<file path="config.mk">
export PLATFORM = sky130hd
export DESIGN_NAME = alu_control_seq
export DESIGN_NICKNAME = d
export VERILOG_FILES = /design/src/rtl/alu_control_seq.sv
export SDC_FILE = /design/constraint.sdc
export NUM_CORES = 1
export LEC_CHECK = 0
export CORE_MARGIN = 10
export CORE_UTILIZATION = 37
export CTS_CLUSTER_DIAMETER = 80
export DETAILED_ROUTE_END_ITERATION = 8
export DONT_BUFFER_PORTS = 1
export PLACE_DENSITY = 0.63
export SKIP_LAST_GASP = 1
export SLEW_MARGIN = 20
export SYNTH_ARGS = -nofsm -noshare
export SYNTH_HDL_FRONTEND = slang
export SYNTH_SLANG_ARGS = --single-unit
</file>
<file path="constraint.sdc">
create_clock -name clk -period 8.9 [get_ports clk]
set_input_delay 1.335 -clock clk [delete_from_list [all_inputs] [get_ports clk]]
set_output_delay 1.335 -clock clk [all_outputs]
set_load 0.01 [all_outputs]
</file>
<file path="src/rtl/alu_control_seq.sv">
// alu_control_seq
//   EX-stage ALU control and execute unit. Decodes alu_op/funct into a 4-bit
//   control code, runs single-cycle ops directly, and runs multiply
//   (MUL/MULHU) and unsigned divide (DIVU/REMU) iteratively, one bit per cycle.
//   WIDTH is meant to stay within 8..64.
//
// Ports
//   clk        rising-edge clock
//   rst_n      asynchronous active-low reset
//   in_valid   operation request, sampled only while in_ready
//   in_ready   high only in IDLE
//   alu_op     main-control ALU class
//   funct      R-type function field (used when alu_op = 000)
//   op_a/op_b  operands
//   out_valid  result valid, held until out_ready
//   out_ready  consumer accepts result
//   result     registered result
//   alu_cnt    registered control code of the captured op (1111 = illegal)
//   zero       result == 0, qualified by out_valid
//   illegal    captured op decoded as undefined
//
// state | meaning
// IDLE  | waiting for a request; in_ready = 1
// MUL   | shift-add multiply, one multiplier bit per cycle
// DIV   | restoring divide, one quotient bit per cycle
// DONE  | result held; out_valid = 1 until out_ready

module alu_control_seq #(
   parameter int WIDTH = 32
) (
   input  logic             clk,
   input  logic             rst_n,
   input  logic             in_valid,
   output logic             in_ready,
   input  logic [2:0]       alu_op,
   input  logic [5:0]       funct,
   input  logic [WIDTH-1:0] op_a,
   input  logic [WIDTH-1:0] op_b,
   output logic             out_valid,
   input  logic             out_ready,
   output logic [WIDTH-1:0] result,
   output logic [3:0]       alu_cnt,
   output logic             zero,
   output logic             illegal
);

   localparam int CW = $clog2(WIDTH) + 1;
   localparam logic [CW-1:0] CNT_LAST = CW'(WIDTH);

   typedef enum logic [1:0] {
      S_IDLE = 2'd0,
      S_MUL  = 2'd1,
      S_DIV  = 2'd2,
      S_DONE = 2'd3
   } state_t;

   state_t             state, state_nxt;
   logic [CW-1:0]      cnt, cnt_nxt;
   logic [2*WIDTH-1:0] acc, acc_nxt;
   logic [WIDTH-1:0]   opb_q, opb_nxt;
   logic [WIDTH-1:0]   result_nxt;
   logic [3:0]         code_nxt;
   logic               illegal_nxt;

   logic [3:0]         dec_code;
   logic               dec_illegal;
   logic [WIDTH-1:0]   alu_y;

   logic [WIDTH:0]     mul_sum;
   logic [2*WIDTH-1:0] mul_acc;
   logic [WIDTH:0]     div_rem_sh;
   logic [WIDTH:0]     div_diff;
   logic               div_ge;
   logic [2*WIDTH-1:0] div_acc;

   assign in_ready  = (state == S_IDLE);
   assign out_valid = (state == S_DONE);
   // Qualified by out_valid so that zero reads 0 out of reset and while busy.
   assign zero      = out_valid && (result == '0);

   always_comb begin
      dec_illegal = 1'b0;
      dec_code    = 4'b0000;
      case (alu_op)
         3'b000: begin
            case (funct)
               6'b000000: dec_code = 4'b0000;
               6'b000001: dec_code = 4'b0001;
               6'b000010: dec_code = 4'b0101;
               6'b000011: dec_code = 4'b0110;
               6'b000100: dec_code = 4'b0111;
               6'b000101: dec_code = 4'b0011;
               6'b000110: dec_code = 4'b0100;
               6'b000111: dec_code = 4'b0010;
               6'b001000: dec_code = 4'b1000;
               6'b001001: dec_code = 4'b1001;
               6'b001010: dec_code = 4'b1010;
               6'b001011: dec_code = 4'b1011;
               default:   dec_illegal = 1'b1;
            endcase
         end
         3'b001:  dec_code = 4'b0001;
         3'b010:  dec_code = 4'b0111;
         3'b011:  dec_code = 4'b0000;
         default: dec_illegal = 1'b1;
      endcase
      if (dec_illegal) begin
         dec_code = 4'b1111;
      end
   end

   always_comb begin
      alu_y = '0;
      case (dec_code)
         4'b0000: alu_y = op_a + op_b;
         4'b0001: alu_y = op_a - op_b;
         4'b0010: alu_y = op_a & op_b;
         4'b0011: alu_y = op_a | op_b;
         4'b0100: alu_y = op_a ^ op_b;
         4'b0101: alu_y = ~(op_a | op_b);
         4'b0110: alu_y = WIDTH'(op_a < op_b);
         4'b0111: alu_y = WIDTH'($signed(op_a) < $signed(op_b));
         default: alu_y = '0;
      endcase
   end

   // Multiply: acc = {partial product high half, remaining multiplier bits}.
   // Add the multiplicand into the high half when the current multiplier bit
   // is set, then shift the whole thing (carry included) right by one.
   assign mul_sum = {1'b0, acc[2*WIDTH-1:WIDTH]} + (acc[0] ? {1'b0, opb_q} : '0);
   assign mul_acc = {mul_sum, acc[WIDTH-1:1]};

   // Divide: acc = {partial remainder, dividend bits / quotient bits}.
   // A zero divisor always "fits", giving quotient all ones, remainder op_a.
   assign div_rem_sh = {acc[2*WIDTH-1:WIDTH], acc[WIDTH-1]};
   assign div_ge     = (div_rem_sh >= {1'b0, opb_q});
   assign div_diff   = div_rem_sh - {1'b0, opb_q};
   assign div_acc    = {(div_ge ? div_diff[WIDTH-1:0] : div_rem_sh[WIDTH-1:0]),
                        acc[WIDTH-2:0], div_ge};

   always_comb begin
      state_nxt   = state;
      cnt_nxt     = cnt;
      acc_nxt     = acc;
      opb_nxt     = opb_q;
      result_nxt  = result;
      code_nxt    = alu_cnt;
      illegal_nxt = illegal;
      case (state)
         S_IDLE: begin
            if (in_valid) begin
               code_nxt    = dec_code;
               illegal_nxt = dec_illegal;
               opb_nxt     = op_b;
               cnt_nxt     = '0;
               acc_nxt     = {{WIDTH{1'b0}}, op_a};
               if (dec_illegal) begin
                  result_nxt = '0;
                  state_nxt  = S_DONE;
               end else if (dec_code[3:1] == 3'b100) begin
                  state_nxt = S_MUL;
               end else if (dec_code[3:1] == 3'b101) begin
                  state_nxt = S_DIV;
               end else begin
                  result_nxt = alu_y;
                  state_nxt  = S_DONE;
               end
            end
         end
         S_MUL: begin
            if (cnt == CNT_LAST) begin
               // code bit 0 selects MULHU (high half) over MUL (low half)
               result_nxt = alu_cnt[0] ? acc[2*WIDTH-1:WIDTH] : acc[WIDTH-1:0];
               state_nxt  = S_DONE;
            end else begin
               acc_nxt = mul_acc;
               cnt_nxt = cnt + CW'(1);
            end
         end
         S_DIV: begin
            if (cnt == CNT_LAST) begin
               // code bit 0 selects REMU (remainder) over DIVU (quotient)
               result_nxt = alu_cnt[0] ? acc[2*WIDTH-1:WIDTH] : acc[WIDTH-1:0];
               state_nxt  = S_DONE;
            end else begin
               acc_nxt = div_acc;
               cnt_nxt = cnt + CW'(1);
            end
         end
         S_DONE: begin
            if (out_ready) begin
               state_nxt = S_IDLE;
            end
         end
         default: state_nxt = S_IDLE;
      endcase
   end

   always_ff @(posedge clk or negedge rst_n) begin
      if (!rst_n) begin
         state   <= S_IDLE;
         cnt     <= '0;
         acc     <= '0;
         opb_q   <= '0;
         result  <= '0;
         alu_cnt <= 4'b0000;
         illegal <= 1'b0;
      end else begin
         state   <= state_nxt;
         cnt     <= cnt_nxt;
         acc     <= acc_nxt;
         opb_q   <= opb_nxt;
         result  <= result_nxt;
         alu_cnt <= code_nxt;
         illegal <= illegal_nxt;
      end
   end

endmodule

</file>
### Word level (Yosys, flattened, before mapping)

Cells that the tools add are included.

| operators by class | value |
|---|---|
| add/subtract/negate cells | 5 |
| order comparisons | 3 |
| eq/ne operators | 35 |
| muxes and demuxes | 29 |
| bitwise gates (word level) | 4 |
| reduce and logical (&&, ||, !) cells | 16 |

Operators with widths:

| cell | count |
|---|---|
| $mux 32 | 8 |
| $pmux 32 s8 | 1 |
| $mux 64 | 3 |
| $pmux 64 s3 | 1 |
| $lt 32x32->1 | 2 |
| $pmux 32 s2 | 1 |
| $sub 32x32->32 | 2 |
| $pmux 4 s11 | 1 |
| $add 32x32->33 | 1 |
| $ge 33x32->1 | 1 |
| $add 32x32->32 | 1 |
| $and 32x32->32 | 1 |
| $logic_not 32->1 | 1 |
| $not 32->32 | 1 |
| $or 32x32->32 | 1 |
| $xor 32x32->32 | 1 |
| $eq 6x3->1 const B | 4 |
| $eq 6x4->1 const B | 4 |
| $eq 4x3->1 const B | 4 |
| $eq 6x2->1 const B | 2 |
| $mux 6 | 2 |
| $pmux 4 s3 | 1 |
| $pmux 6 s2 | 1 |
| $reduce_or 12->1 | 1 |
| other kinds (31) | 46 |

| storage, ports and cells | value |
|---|---|
| register bits after elaboration | 141 |
| input bits | 77 |
| output and inout bits | 40 |

### Logic depth before layout (Yosys ltp)

Gate-level depths: netlist (run 1).

| logic depth | value |
|---|---|
| depth after elaboration | 12 |
| depth in mapped cells | 14 |
| depth with buffers taken out | 14 |

### Least setup slack after synthesis (run 1)

Ideal clock, no wire load.

| timing path | value |
|---|---|
| path kind | input to register |
| start | input port op_a[0] |
| end | register result[28] |
| data arrival time | 4045 ps |
| required time | 8769 ps |
| setup slack | 4724 ps |
| cell stages on the path | 12 |
| cell sequence | ha_1 -> fa_1 -> a21oi_2 -> o221ai_2 -> o211a_1 -> a221oi_2 -> a221oi_1 -> a2111o_1 -> a2111oi_2 -> or3_1 -> mux2i_1 -> o21ai_0 |

| between the ends | value |
|---|---|
| cells in the longest elaborated chain, start to end | 7 |
| elaborated cells on any way between the ends | 8 |
| classes of those cells | add/sub: 2; mux: 6 |

RTL lines:

| item | line | text |
|---|---|---|
| from (decl) | 37 | `input logic [WIDTH-1:0] op_a,` |
| $sub 32x32->32 / $add 32x32->32 (equally long branches) | 116, 115 |  |
| $pmux 32 s8 (*) | 114 | `case (dec_code)` |
| $mux 32 (*) | 162 | `end else if (dec_code[3:1] == 3'b101) begin` |
| $mux 32 (*) | 160 | `end else if (dec_code[3:1] == 3'b100) begin` |
| $mux 32 (*) | 157 | `if (dec_illegal) begin` |
| $mux 32 (*) | 151 | `if (in_valid) begin` |
| $pmux 32 s2 (*) | 149 | `case (state)` |
| to (signal assigned) | 213 | `result <= result_nxt;` |
| to (decl) | 41 | `output logic [WIDTH-1:0] result,` |

Mark *: on every way between the ends. The rest lies on a longest branch, timed or not. The select of a mux whose other input is x is not followed.
A chain may end at the register's enable or synchronous reset.

### Worst setup path in the final report (run 1)

| timing path | value |
|---|---|
| start | register result[26] |
| end | output port zero |

| between the ends | value |
|---|---|
| cells in the longest elaborated chain, start to end | 2 |

RTL lines:

| item | line | text |
|---|---|---|
| $logic_not 32->1 | 79 | `assign zero = out_valid && (result == '0);` |
| $logic_and 1x1->1 | 79 |  |
| to (decl) | 43 | `output logic zero,` |

Every way passes these cells.

==> impl_metrics.csv, run 1 <==
group,metric,value,unit
floorplanning,die_area,52100,sq um
cells_and_area,fillers,4451,
synth,synthArstFlopShare,100,%
synth,synthFlopType,"dfrtp_1",
floorplanning,core_area,43000,sq um
cells_and_area,final_cells,2633,
clock_tree,postCtsSetupBuffers,0,
synth,yosys_warnings,0,
timing,fin_tns_setup,0,ns
timing,worst_pin_slew,1.22,ns
synth,synth_area,16100,sq um
synth,yosysSeqAreaShare,22.0,%
clock_tree,clk_latency,0.46,ns
global_routing,grt_pass1_wl,94.0,mm
critical_path,crit_path_end_kind,"output port",
timing,fin_ws,4.52,ns
placed_design,dp_slack,4.17,ns
global_routing,grtUsageTotal,22.6,%
timing,drv_slew,0,
routing,postRouteAntennaNets,0,
clock_tree,cts.repair.resized,0,
cells_and_area,multi_input_area,11500,sq um
critical_path,cp.required,7.57,ns
synth,synthTopCellsByCount,"220 x nand2_1, 183 x a21oi_1, 182 x o21ai_0, 167 x ha_1, 167 x nor2_1",
floorplanning,rows,76,
synth,synth_adder_area_share,13.5,%
cells_and_area,drive_above_1_share,4.79,%
synth,yosysUniqueCellTypes,82,
clock_tree,cts_root_buf,"clkbuf_16",
timing,finClkSkew,0.0159,ns
cells_and_area,diodes,0,
routing,top_layer,"met4",
synth,yosysTopAreaCellShare,22.0,%
critical_path,slowest_delay,1.06,ns
cells_and_area,area_growth,6.06,%
power,leakage,7.59,nW
power,peakVddDrop,0.263,mV
synth,yosys.area_share.simple,18.9,%
synth,synth_top_family_by_area,"compound AO/OA/AOI/OAI gates",
timing,fin_crit,4.38,ns
routing,wl_met1,26.8,mm
placed_design,placed_cells,2601,
clock_tree,max-clock-path-buffers,2,
clock_tree,cts_buffers,17,
synth,ys_ff_latch,141,
cells_and_area,finalNetCount,2283,
global_routing,grt_max_degree,142,
cells_and_area,final_core_util,39.6,%
global_routing,grt_pass1_vias,15319,
power,power_density,341,nW/um^2
synth,yosys.area.top_type,"dfrtp_1",
routing,finalWirelength,61.0,mm
synth,netlist_instances,2132,
clock_tree,cts_sinks,141,
clock_tree,h-tree-depth,4,
synth,synth_xor_area_share,3.87,%
synth,syn_avg_cell_area,7.53,sq um
clock_tree,hold_buffers,0,
run_status,status,"complete, no violations",
routing,route.detailed.drc,0,
critical_path,critPathMaxFanout,3,
timing,fin_crit_sh,49.2,%
cells_and_area,seqCellArea,3530,sq um
timing,grt_setup_unrepaired,"no",
critical_path,path_cells,"nor4_1 > nand4_1 > nor3_1",
critical_path,critPathSlowestCell,"nor4_1",
synth,synth_compound_area_share,30.6,%
global_routing,overflow,0,
routing,drt_pass1_iterations,6,
floorplanning,die_x,228,microns
placed_design,port-buffer-count,0,
routing,route.met2.wl,27.2,mm
routing,route.met3.wl,4.92,mm
floorplanning,initial_core_util,37.4,%
timing,fmax,0.229,GHz
routing,drt_iter0_markers,1703,
placed_design,place_hpwl,46.6,mm
critical_path,cp-start-kind,"register",
routing,vias_per_cell,6.14,
placed_design,place.gp.congestion,0.965,
synth,synthMuxAreaShare,4.35,%
synth,synth_area_leaders,"dfrtp_1 22%, ha_1 13%, a21oi_1 5.7%",
critical_path,worstSetupPathType,"reg -> out",
synth,syn_nets,2380,
clock_tree,cts_tree,"done",
clock_tree,cts.clk_slew.worst_paths,0.07,ns
synth,synth_most_common_cell,"nand2_1",
floorplanning,ios,117,
worst_hold_path,holdCritPathClass,"reg -> reg",
job,maxCapViolCount,0,
routing,routed-via-count,16166,
timing,hold_viol_final,0,
power,finalPower,5.80,mW
synth,synth_edf_count,0,
timing,setup_viol,0,
critical_path,arrival,3.04,ns
global_routing,antenna_found_initial,0,
routing,wl_per_cell,23.2,microns
floorplanning,fp.dieH,228,microns
timing,timing.slew.headroom,17.8,%
final cells by class:
cell class / count / share of cell area (%)
clock buffer: 21 / 2.76
clock inverter: 11 / 0.771
inverter: 147 / 3.24
multi-input combinational: 1708 / 67.3
sequential: 141 / 20.7
tap: 585 / 4.30
timing repair buffer: 20 / 0.882
per-stage QoR:
| stage | cell area [sq um] | hold WS, ns |
|---|---|---|
| after floorplan | 16100 | 0.463 |
| after global placement | 16400 | 0.494 |
| after detailed placement | 16400 | 0.509 |
| after CTS | 17000 | 0.525 |
| after global routing | 17000 | 0.554 |
| final | 17000 | 0.524 |
registers in the layout (all words and copies together), names as in the netlist:
signal,count
acc,64
alu_cnt,4
cnt,6
illegal,1
opb_q,32
result,32
state,2
critical path: cells and delay by family, from the launching register on:
family	cells	cell delay, ns
DFF	1	0.48
and+or+nand+nor	3	2.11
metal layers:
| metal | GRT usage (%) | vias up |
|---|---|---|
| met5 | 0 | - |
| met3 | 4.24 | 106 |
| met2 | 35.4 | 710 |
| met4 | 8.48 | 0 |
| met1 | 30.4 | 7787 |
| li1 | - | 7563 |
kinds of logic after synthesis:
kind of cell	after synthesis
flops	141
buf+inv	283
fa+ha+maj	171
mux	68
compound gates	746
simple gates	652
xor+xnor	71
final timing paths:
path / startpoint / end / slack (ns) / cells after the start
max: result[26]$_DFFE_PN0P_ / zero / 4.52 / 3
min: opb_q[27]$_DFFE_PN0P_ / opb_q[27]$_DFFE_PN0P_ / 0.52 / 2
max reg2reg: acc[0]$_DFFE_PN0P_ / acc[63]$_DFFE_PN0P_ / 4.54 / 13
min reg2reg: opb_q[27]$_DFFE_PN0P_ / opb_q[27]$_DFFE_PN0P_ / 0.52 / 2
max in group asynchronous: rst_n / acc[60]$_DFFE_PN0P_ / 8.06 / 0
min in group asynchronous: rst_n / opb_q[2]$_DFFE_PN0P_ / 0.56 / 0
cell usage in the layout (no fill, tap or decap), drive strengths merged, types with 27 or more instances in the layout:
master	n
inv	150
nand3	38
a22oi	37
o31ai	49
o21ai	187
a221oi	58
ha	167
a211oi	27
xnor2	53
nand2	220
a21o	46
nor3	59
a21oi	185
dfrtp	141
mux2i	54
and2	40
nor2	167
power breakdown:
part | switching, mW | internal, mW
registers | 0.439 | 0.919
clock network | 0.319 | 0.438
logic | 2.32 | 1.37
Note: power is estimated with default switching activity, not from simulation.
==> run 2: changes to the inputs <==
--- a/config.mk
+++ b/config.mk
@@ -10,7 +10,7 @@
 export CTS_CLUSTER_DIAMETER = 80
 export DETAILED_ROUTE_END_ITERATION = 8
 export DONT_BUFFER_PORTS = 1
-export PLACE_DENSITY = 0.63
+export PLACE_DENSITY = 0.65
 export SKIP_LAST_GASP = 1
 export SLEW_MARGIN = 20
 export SYNTH_ARGS = -nofsm -noshare
==> constraint.sdc (replaced) <==
create_clock -name clk -period 4 [get_ports clk]
set_input_delay 0.6 -clock clk [delete_from_list [all_inputs] [get_ports clk]]
set_output_delay 0.6 -clock clk [all_outputs]
set_load 0.01 [all_outputs]
==> run 2 against run 1 <==
  * Clock power increased by 120%
  * Core utilization increased by 0.89 points
  * Via count increased by 0.72%
  * Combinational power increased by 120%
  * Sequential power increased by 120%
  * Final cell count increased by 1.8%
  * Clock skew decreased by 0.0079 ns
  * Die area unchanged
  * Global-route usage decreased by 0.84 points
  * First-iteration DRC count decreased by 14%
  * Worst hold slack got worse by 0.37 ns
  * Critical path depth increased by 10
  * Largest cell class unchanged
==> impl_metrics.csv, run 2 (synthesis gave the netlist of run 1 again) <==
group,metric,value,unit
routing,route.met2.wl,26.7,mm
critical_path,cp_top_family,"compound AO/OA/AOI/OAI gates",
cells_and_area,reg_top3,"acc (64), opb_q (32), result (32)",
timing,finClkSkew,0.00794,ns
worst_hold_path,holdCritPathClass,"in -> async",
critical_path,cp.buffers_inverters,1,
floorplanning,die_area,52100,sq um
placed_design,port-buffer-count,0,
global_routing,grt_max_degree,142,
cells_and_area,largest-register,"acc",
routing,drt_pass1_iterations,6,
cells_and_area,diodes,0,
critical_path,worst_path_most_repeated_cell,"o21ai_0",
routing,finalWirelength,59.5,mm
power,leakage,7.83,nW
power,swShare,51.7,%
clock_tree,cts_tree,"done",
routing,wl_met1,25.9,mm
placed_design,place.gp.congestion,0.997,
critical_path,r2r-start,"acc[0]$_DFFE_PN0P_",
critical_path,critPathMaxFanout,29,
global_routing,grt_pass1_vias,15431,
power,p_int,6.22,mW
routing,wl_per_cell,22.2,microns
timing,grt_setup_unrepaired,"no",
clock_tree,cts.clk_slew.worst_paths,0.06,ns
floorplanning,fp.dieH,228,microns
power,clockPowerShare,12.8,%
critical_path,cp-start-kind,"register",
cells_and_area,final_cells,2680,
critical_path,worstSetupPathType,"reg -> reg",
cells_and_area,drive_above_1_share,6.83,%
run_status,status,"complete, no violations",
clock_tree,h-tree-depth,4,
clock_tree,cts_root_buf,"clkbuf_16",
cells_and_area,area_growth,8.45,%
floorplanning,die_x,228,microns
global_routing,antenna_found_initial,0,
routing,routed-via-count,16282,
timing,worst_pin_slew,0.795,ns
placed_design,place_hpwl,46.4,mm
routing,drt_iter0_markers,1465,
critical_path,critPathSlowestCell,"dfrtp_1",
floorplanning,rows,76,
job,maxCapViolCount,0,
clock_tree,max-clock-path-buffers,2,
power,pwr-share-seq,23.1,%
timing,fin_crit,3.74,ns
power,combPwrFrac,64.1,%
timing,fin_crit_sh,93.4,%
cells_and_area,final_common_cell,"nand2_1",
routing,route.met3.wl,4.95,mm
cells_and_area,final_cell_mix,"218 x nand2_1, 182 x o21ai_0, 181 x a21oi_1, 166 x ha_1, 165 x nor2_1",
power,p_switching,6.67,mW
power,peakVddDrop,0.423,mV
power,power_density,740,nW/um^2
cells_and_area,largest_register_ff_count,64,
routing,postRouteAntennaNets,0,
routing,vias_per_cell,6.08,
critical_path,worstSetupStartpoint,"acc[0]$_DFFE_PN0P_",
critical_path,slowest_delay,0.43,ns
critical_path,cp.required,4.31,ns
placed_design,placed_cells,2648,
clock_tree,cts_buffers,17,
cells_and_area,fillers,4455,
critical_path,crit_path_end_kind,"register",
power,finalPower,12.9,mW
floorplanning,initial_core_util,37.4,%
global_routing,grtUsageTotal,21.8,%
global_routing,overflow,0,
timing,timing.slew.headroom,47.0,%
clock_tree,cts_sinks,141,
timing,hold_viol_final,0,
floorplanning,core_area,43000,sq um
floorplanning,ios,117,
clock_tree,clk_latency,0.45,ns
timing,drv_slew,0,
routing,top_layer,"met4",
timing,setup_viol,0,
global_routing,grt_pass1_wl,91.2,mm
critical_path,path_cells,"buf_4 > and2_1 > ha_1 > a21oi_1 > a2bb2oi_1 > a211oi_1 > o21ai_0 > a21oi_1 > o31ai_2 > nor2b_1 > o21ai_0 > a222oi_1 > o21ai_0",
timing,fin_tns_setup,0,ns
critical_path,arrival,4.05,ns
routing,route.detailed.drc,0,
cells_and_area,finalNetCount,2331,
timing,fmax,0.268,GHz
[run 2: changes by cell type in the layout (fill, tap and decap cells not counted), moves of 2 or more]
cell,change
inv_6,-3
clkbuf_1,+4
buf_4,+46
clkinvlp_4,-2
clkinv_4,-2
clkinv_2,+2
[run 2: path summary, 6_finish.rpt]
path / to / slack [ns] / cells after the start
min in group clk: acc[30]$_DFFE_PN0P_ / 0.34 / 2
setup / recovery: acc[63]$_DFFE_PN0P_ / 0.26 / 13
hold / removal: result[0]$_DFFE_PN0P_ / 0.15 / 1
setup reg to reg: acc[63]$_DFFE_PN0P_ / 0.26 / 13
hold reg to reg: acc[31]$_DFFE_PN0P_ / 0.52 / 2
max in group asynchronous: acc[60]$_DFFE_PN0P_ / 3.27 / 1
[run 2: what timing repair did]
| action | 4_1_cts | 5_1_grt |
|---|---|---|
| hold endpoints to repair | 141 | 0 |
| setup buffers | 0 | 0 |
| hold buffers | 1 | 0 |
| setup endpoints to repair | 0 | 2 |
| resized for setup | 0 | 2 |
[run 2: worst reg2reg max path: stages (launching register included)]
cell       delay, ns
dfrtp_1         0.43
buf_4           0.24
and2_1          0.19
ha_1            0.33
a21oi_1         0.21
a2bb2oi_1       0.34
a211oi_1        0.14
o21ai_0         0.38
a21oi_1         0.22
o31ai_2         0.35
nor2b_1         0.23
o21ai_0         0.11
a222oi_1        0.29
o21ai_0         0.14
[run 2: area by class of cell]
| class | count | area (sq um) | area share (%) |
|---|---|---|---|
| Tap cell | 585 | 732 | 4.20 |
| Clock inverter | 7 | 113 | 0.647 |
| Sequential cell | 141 | 3530 | 20.3 |
| Inverter | 147 | 552 | 3.17 |
| Clock buffer | 24 | 472 | 2.71 |
| Multi-Input combinational cell | 1708 | 11500 | 65.9 |
| Timing Repair Buffer | 68 | 543 | 3.12 |
[run 2: metal layers]
| metal | vias up | GRT usage (%) |
|---|---|---|
| met5 | - | 0 |
| met4 | 0 | 7.87 |
| met3 | 88 | 4.00 |
| met2 | 671 | 34.5 |
| met1 | 7879 | 29.1 |
| li1 | 7644 | - |
[run 2: stage by stage]
step | instance area [sq um] | util, % | worst slack [ns] | hold slack [ns]
after global placement | 16800 | 39.1 | 0.104 | 0.313
after global routing | 17400 | 40.5 | 0.0441 | 0.210
after detailed placement | 16800 | 39.1 | 0.119 | 0.314
after CTS | 17400 | 40.5 | 0.301 | 0.199
final | 17400 | 40.5 | 0.264 | 0.152
after floorplan | 16100 | - | 0.559 | 0.304
[run 2: power by group through the flow]
stage	Clock [mW]	Combinational [mW]	Sequential [mW]
floorplan	0	6.22	2.54
global placement	0	7.94	2.97
detailed placement	0	8.04	2.97
CTS	1.66	8.13	2.95
global route	1.71	9.08	3.04
finish	1.65	8.26	2.98
